--- config.mk ---
export PLATFORM = sky130hd
export DESIGN_NAME = regfile_port_arbiter
export DESIGN_NICKNAME = d
export VERILOG_FILES = /design/src/rtl/regfile_arb_pkg.sv /design/src/rtl/rr_arb2.sv /design/src/rtl/regfile_port_arbiter.sv
export SDC_FILE = /design/constraint.sdc
export NUM_CORES = 1
export LEC_CHECK = 0
export CAP_MARGIN = 10
export CORE_ASPECT_RATIO = 1.75
export CORE_MARGIN = 1.5
export CORE_UTILIZATION = 36
export DETAILED_ROUTE_END_ITERATION = 12
export PLACE_DENSITY = 0.87
export SLEW_MARGIN = 30
export SYNTH_ARGS = -nofsm -noshare
export SYNTH_HDL_FRONTEND = slang
export SYNTH_HIERARCHICAL = 1
export SYNTH_SLANG_ARGS = --single-unit
--- constraint.sdc ---
create_clock -name clk -period 1.55 [get_ports clk]
set_input_delay 0.155 -clock clk [delete_from_list [all_inputs] [get_ports clk]]
set_output_delay 0.155 -clock clk [all_outputs]
set_load 0.01 [all_outputs]
--- src/rtl/regfile_arb_pkg.sv ---
// Shared widths, RegFile operation encoding and client ids for the register-file port arbiter.
package regfile_arb_pkg;

  localparam int DEF_DATA_W = 32;
  localparam int DEF_ADDR_W = 5;

  typedef enum logic [1:0] {
    OP_IDLE  = 2'd0,
    OP_WRITE = 2'd1,
    OP_READ  = 2'd2
  } op_e;

  localparam logic CLIENT_0 = 1'b0;
  localparam logic CLIENT_1 = 1'b1;

  function automatic logic [1:0] client_onehot(input logic client);
    return (client == CLIENT_1) ? 2'b10 : 2'b01;
  endfunction

endpackage

--- src/rtl/rr_arb2.sv ---
// Two-way round-robin arbiter: one-hot combinational grant, pointer moves past the winner on advance.
module rr_arb2
  import regfile_arb_pkg::*;
(
  input  logic       clk,
  input  logic       rst,
  input  logic [1:0] req,
  input  logic       advance,
  output logic [1:0] gnt
);

  logic ptr;

  // NOTE: every always_comb output gets a default first so no path leaves it unassigned (no latch).
  always_comb begin
    gnt = req;
    if (req == 2'b11) gnt = client_onehot(ptr);
  end

  // NOTE: sequential state uses non-blocking assignments so all flops update together at the edge.
  always_ff @(posedge clk or negedge rst) begin
    if (!rst) begin
      ptr <= CLIENT_0;
    end else if (advance && (gnt != 2'b00)) begin
      ptr <= gnt[0] ? CLIENT_1 : CLIENT_0;
    end
  end

endmodule

--- src/rtl/regfile_port_arbiter.sv ---
// Shares one RegFile (one op per cycle) between two write clients and two read clients,
// registering all RegFile controls and returning read data with a per-client valid pulse.
module regfile_port_arbiter
  import regfile_arb_pkg::*;
#(
  parameter int DATA_W   = DEF_DATA_W,
  parameter int ADDR_W   = DEF_ADDR_W,
  parameter int READ_LAT = 1,
  parameter int STARVE_N = 2
) (
  input  logic              clk,
  input  logic              rst,
  input  logic [1:0]        wr_req,
  input  logic [ADDR_W-1:0] wr_addr0,
  input  logic [ADDR_W-1:0] wr_addr1,
  input  logic [DATA_W-1:0] wr_data0,
  input  logic [DATA_W-1:0] wr_data1,
  output logic [1:0]        wr_gnt,
  input  logic [1:0]        rd_req,
  input  logic [ADDR_W-1:0] rd_rs1_0,
  input  logic [ADDR_W-1:0] rd_rs1_1,
  input  logic [ADDR_W-1:0] rd_rs2_0,
  input  logic [ADDR_W-1:0] rd_rs2_1,
  output logic [1:0]        rd_gnt,
  output logic [1:0]        rd_valid,
  output logic [DATA_W-1:0] rd_data_a,
  output logic [DATA_W-1:0] rd_data_b,
  output logic              rf_EN,
  output logic              rf_WR,
  output logic              rf_RD,
  output logic [ADDR_W-1:0] rf_DR,
  output logic [DATA_W-1:0] rf_Data_in,
  output logic [ADDR_W-1:0] rf_rs1,
  output logic [ADDR_W-1:0] rf_rs2,
  input  logic [DATA_W-1:0] rf_BusA,
  input  logic [DATA_W-1:0] rf_BusB
);

  localparam int CNT_W = (STARVE_N > 0) ? $clog2(STARVE_N + 1) : 1;

  logic [1:0]       wr_arb_gnt, rd_arb_gnt;
  logic             wr_any, rd_any, read_wins, write_wins;
  logic [CNT_W-1:0] starve_cnt;
  op_e              op_q;
  logic             rd_tag_q;
  logic             pipe_in_v, exit_v, exit_tag;

  always_comb begin
    wr_any     = |wr_req;
    rd_any     = |rd_req;
    read_wins  = rd_any && (!wr_any || (starve_cnt == CNT_W'(STARVE_N)));
    write_wins = wr_any && !read_wins;
  end

  assign wr_gnt = write_wins ? wr_arb_gnt : 2'b00;
  assign rd_gnt = read_wins  ? rd_arb_gnt : 2'b00;

  rr_arb2 u_wr_arb (
    .clk     (clk),
    .rst     (rst),
    .req     (wr_req),
    .advance (write_wins),
    .gnt     (wr_arb_gnt)
  );

  rr_arb2 u_rd_arb (
    .clk     (clk),
    .rst     (rst),
    .req     (rd_req),
    .advance (read_wins),
    .gnt     (rd_arb_gnt)
  );

  // A read that keeps losing to writes accumulates credit until it is forced through.
  always_ff @(posedge clk or negedge rst) begin
    if (!rst) begin
      starve_cnt <= '0;
    end else if (!rd_any || read_wins) begin
      starve_cnt <= '0;
    end else if (write_wins && (starve_cnt != CNT_W'(STARVE_N))) begin
      starve_cnt <= starve_cnt + 1'b1;
    end
  end

  always_ff @(posedge clk or negedge rst) begin
    if (!rst) begin
      op_q       <= OP_IDLE;
      rf_EN      <= 1'b0;
      rf_WR      <= 1'b0;
      rf_RD      <= 1'b0;
      rf_DR      <= '0;
      rf_Data_in <= '0;
      rf_rs1     <= '0;
      rf_rs2     <= '0;
      rd_tag_q   <= CLIENT_0;
    end else begin
      rf_EN <= 1'b1;
      rf_WR <= write_wins;
      rf_RD <= read_wins;
      if (write_wins) begin
        op_q       <= OP_WRITE;
        rf_DR      <= wr_gnt[1] ? wr_addr1 : wr_addr0;
        rf_Data_in <= wr_gnt[1] ? wr_data1 : wr_data0;
      end else if (read_wins) begin
        op_q     <= OP_READ;
        rf_rs1   <= rd_gnt[1] ? rd_rs1_1 : rd_rs1_0;
        rf_rs2   <= rd_gnt[1] ? rd_rs2_1 : rd_rs2_0;
        rd_tag_q <= rd_gnt[1] ? CLIENT_1 : CLIENT_0;
      end else begin
        op_q <= OP_IDLE;
      end
    end
  end

  assign pipe_in_v = (op_q == OP_READ);

  generate
    if (READ_LAT == 0) begin : g_no_pipe
      assign exit_v   = pipe_in_v;
      assign exit_tag = rd_tag_q;
    end else begin : g_pipe
      logic [READ_LAT-1:0] pipe_v, pipe_tag;

      // NOTE: the tag pipe is reset (not left as free-running storage) so in-flight reads are dropped on reset.
      always_ff @(posedge clk or negedge rst) begin
        if (!rst) begin
          pipe_v   <= '0;
          pipe_tag <= '0;
        end else begin
          pipe_v[0]   <= pipe_in_v;
          pipe_tag[0] <= rd_tag_q;
          for (int i = 1; i < READ_LAT; i++) begin
            pipe_v[i]   <= pipe_v[i-1];
            pipe_tag[i] <= pipe_tag[i-1];
          end
        end
      end

      assign exit_v   = pipe_v[READ_LAT-1];
      assign exit_tag = pipe_tag[READ_LAT-1];
    end
  endgenerate

  always_ff @(posedge clk or negedge rst) begin
    if (!rst) begin
      rd_valid  <= 2'b00;
      rd_data_a <= '0;
      rd_data_b <= '0;
    end else begin
      rd_valid <= exit_v ? client_onehot(exit_tag) : 2'b00;
      if (exit_v) begin
        rd_data_a <= rf_BusA;
        rd_data_b <= rf_BusB;
      end
    end
  end

endmodule

==> flow_summary.ini, run 1 <==
[status]
outcome = finished with violations
failed_checks = setup timing

[route]
vias_per_cell = 4.75
route.detailed.drc = 0
dr.pass1.iters = 4
drt-initial-drc-count = 69
ant_nets = 0
num_vias = 4011
finalWirelength_mm = 15.6
wire_per_inst_um = 18.4

[clock_network]
clock_sinks = 124
clock_latency_ns = 0.40
cts_tree = built
cts_max_level = 4
clk_pin_slew_ns = 0.06
cts_inserted_buffers = 17
cts_max_path_buffers = 2
cts-root-buf = clkbuf_16

[sta]
worst_slack_ns = -0.162
rsz0062_at_grt = true
period_share_pct = 110
fmax_mhz = 584
slew_violations = 0
skew_ns = 0.00958
setup_viol = 41
fin_crit_ns = 1.71
setup_tns_ns = -3.94
hold_viol_final = 0
hold_ws_ns = 0.199

[logic_synthesis]
synth_compound_area_share_pct = 1.45
synthAdderAreaFrac_pct = 0.230
synth_warnings = 6
synthMuxAreaShare_pct = 36.6
synth_flop_cell = dfrtp_1
synthXorXnorAreaFrac_pct = 0
synth_top_family_by_area = multiplexers
synth_seq_cells = 124
ys_types = 22
synthCells = 329
syn_nets = 494
async_flop_share_pct = 100
synth_edf_count = 0
synth-simple-area-share_pct = 1.54
yosysSeqAreaShare_pct = 57.1
synth_area_mm2 = 0.00544
synth.avg_cell_area_um2 = 16.5

[global_routing]
grt_antenna_before_repair = 2
grt_max_degree = 38
grt_pass1_wl_mm = 22.4
gr-total-overflow = 0
track_usage_pct = 18.9
grt_pass1_vias = 4357

[layout]
drive_gt1_share_pct = 36.7
fin_nets = 814
syn2layout_area_growth_pct = 75.9
multi_input_area_mm2 = 0.00226
final_cell_mix = clkdlybuf4s50_1, dfrtp_1, mux2_2, mux2_4, clkbuf_16
fin_util_pct = 64.4
fillCellCount = 1103
register_area_mm2 = 0.00310
mostFrequentLayoutCell = clkdlybuf4s50_1

[floorplanning]
core_area_mm2 = 0.0148
io-pin-count = 284
die-area_mm2 = 0.0159
row_count = 59
die_h_um = 166
dieWidth_um = 95.9
start_util_pct = 36.6

[worst_setup_path]
worstSetupStartpointType = flip-flop
criticalPathCategory = reg -> out
crit_path_max_fanout = 4
crit_arrival_ns = 1.56
end_kind = output pin
cp.required_ns = 1.39

[pwr]
vdd_drop_max_uv = 953
power.static_leakage_uw = 0.00415
p_per_area_mw_per_mm2 = 1720

[placed_design]
routabilityCongestion = 0.765
portBuffers = 283
dp_hpwl_mm = 11.5

[job]
cap_viol_max_count = 0

[worst_hold_path]
hold_path.class = in -> async
final cells by class:
type / count / area share (%)
timing repair buffer: 318 / 35.3
sequential: 124 / 32.5
multi-input combinational: 185 / 23.6
clock buffer: 20 / 4.88
tap: 183 / 2.39
clock inverter: 10 / 1.22
inverter: 3 / 0.118
antenna: 1 / 0.0262
cell usage after synthesis, types with 3 or more instances:
master	number	area share, %
mux2_1	6	1.2
and2_1	5	0.58
dfrtp_1	124	57
inv_1	3	0.21
mux2_4	53	15
mux2_2	100	21
buf_2	9	0.83
nor2_1	3	0.21
buf_6	6	1.2
worst paths after layout:
kind	from	end	slack [ns]	cells past startpoint
min	rst	rd_data_b[26]$_DFFE_PN0P_	0.20	2
max reg2reg	starve_cnt[1]$_DFFE_PN0P_	rf_Data_in[30]$_DFFE_PN0P_	-0.13	7
max	starve_cnt[1]$_DFFE_PN0P_	rd_gnt[1]	-0.16	5
min reg2reg	rd_tag_q$_DFFE_PN0P_	exit_tag$_DFF_PN0_	0.38	0
min in group clk	rf_BusB[25]	rd_data_b[25]$_DFFE_PN0P_	0.37	2
max in group asynchronous	rst	rd_data_a[10]$_DFFE_PN0P_	0.71	3
worst max-delay path: stages (launching register included):
cell and delay, ns:
dfrtp_1 0.40, ha_4 0.18, buf_12 0.12, o22a_4 0.19, and2_4 0.16, buf_6 0.11
power breakdown:
part,switching (µW),internal (µW)
combinational,2440,4730
sequential,799,4630
clock,1390,2480
layer usage:
metal / vias up / part of all wire [%] / global-route usage (%)
li1: 1815 / - / -
met1: 1976 / 35 / 19.3
met2: 185 / 56 / 34.4
met3: 33 / 6.8 / 6.23
met4: 2 / 2.9 / 7.89
met5: - / 0.084 / 0
sequential cells by signal, summed over array words and instances (netlist names), 2 cells and up:
signal / flops
op_q: 2
rd_valid: 2
rf_DR: 5
rf_Data_in: 32
rf_rs1: 5
rd_data_b: 32
rf_rs2: 5
starve_cnt: 2
rd_data_a: 32
repair_timing:
| item | in CTS | in global routing |
|---|---|---|
| buffers inserted | 4 | 1 |
| setup endpoints to repair | 45 | 54 |
| hold buffers | 1 | 0 |
| resized for setup | 35 | 29 |
| pin swaps | 2 | 4 |
| gates cloned | 0 | 6 |
| hold endpoints to repair | 85 | 0 |
cells by family after synthesis:
family | after synthesis
DFF | 124
and+or+nand+nor | 13
other | 1
AOI/OAI and AO/OA | 11
muxes | 159
adders and majority gates | 1
buffers and inverters | 20
through the flow:
| stage | setup WS, ns | instance area (µm²) | cells | total power (µW) |
|---|---|---|---|---|
| after floorplan | 0.0143 | 5440 | 329 | 8320 |
| after global placement | -0.421 | 8610 | 802 | 11900 |
| after detailed placement | -0.464 | 8610 | 802 | 12200 |
| after CTS | -0.211 | 9290 | 836 | 16300 |
| after global routing | -0.218 | 9560 | 843 | 17400 |
| final | -0.162 | 9560 | 844 | 16500 |
No activity file was read; power rests on OpenSTA's default activity.
==> inputs of run 2 (changes only) <==
Settings changed: ABC_CLOCK_PERIOD_IN_PS set to 1550.
==> results of run 2 <==
Same layout as run 1: the final DEF is identical, and so are final timing and power.
==> inputs of run 3 (changes only) <==
Settings changed: CTS_CLUSTER_DIAMETER set to 40.
==> results of run 3 <==
Same layout as run 1: the final DEF is identical, and so are final timing and power.
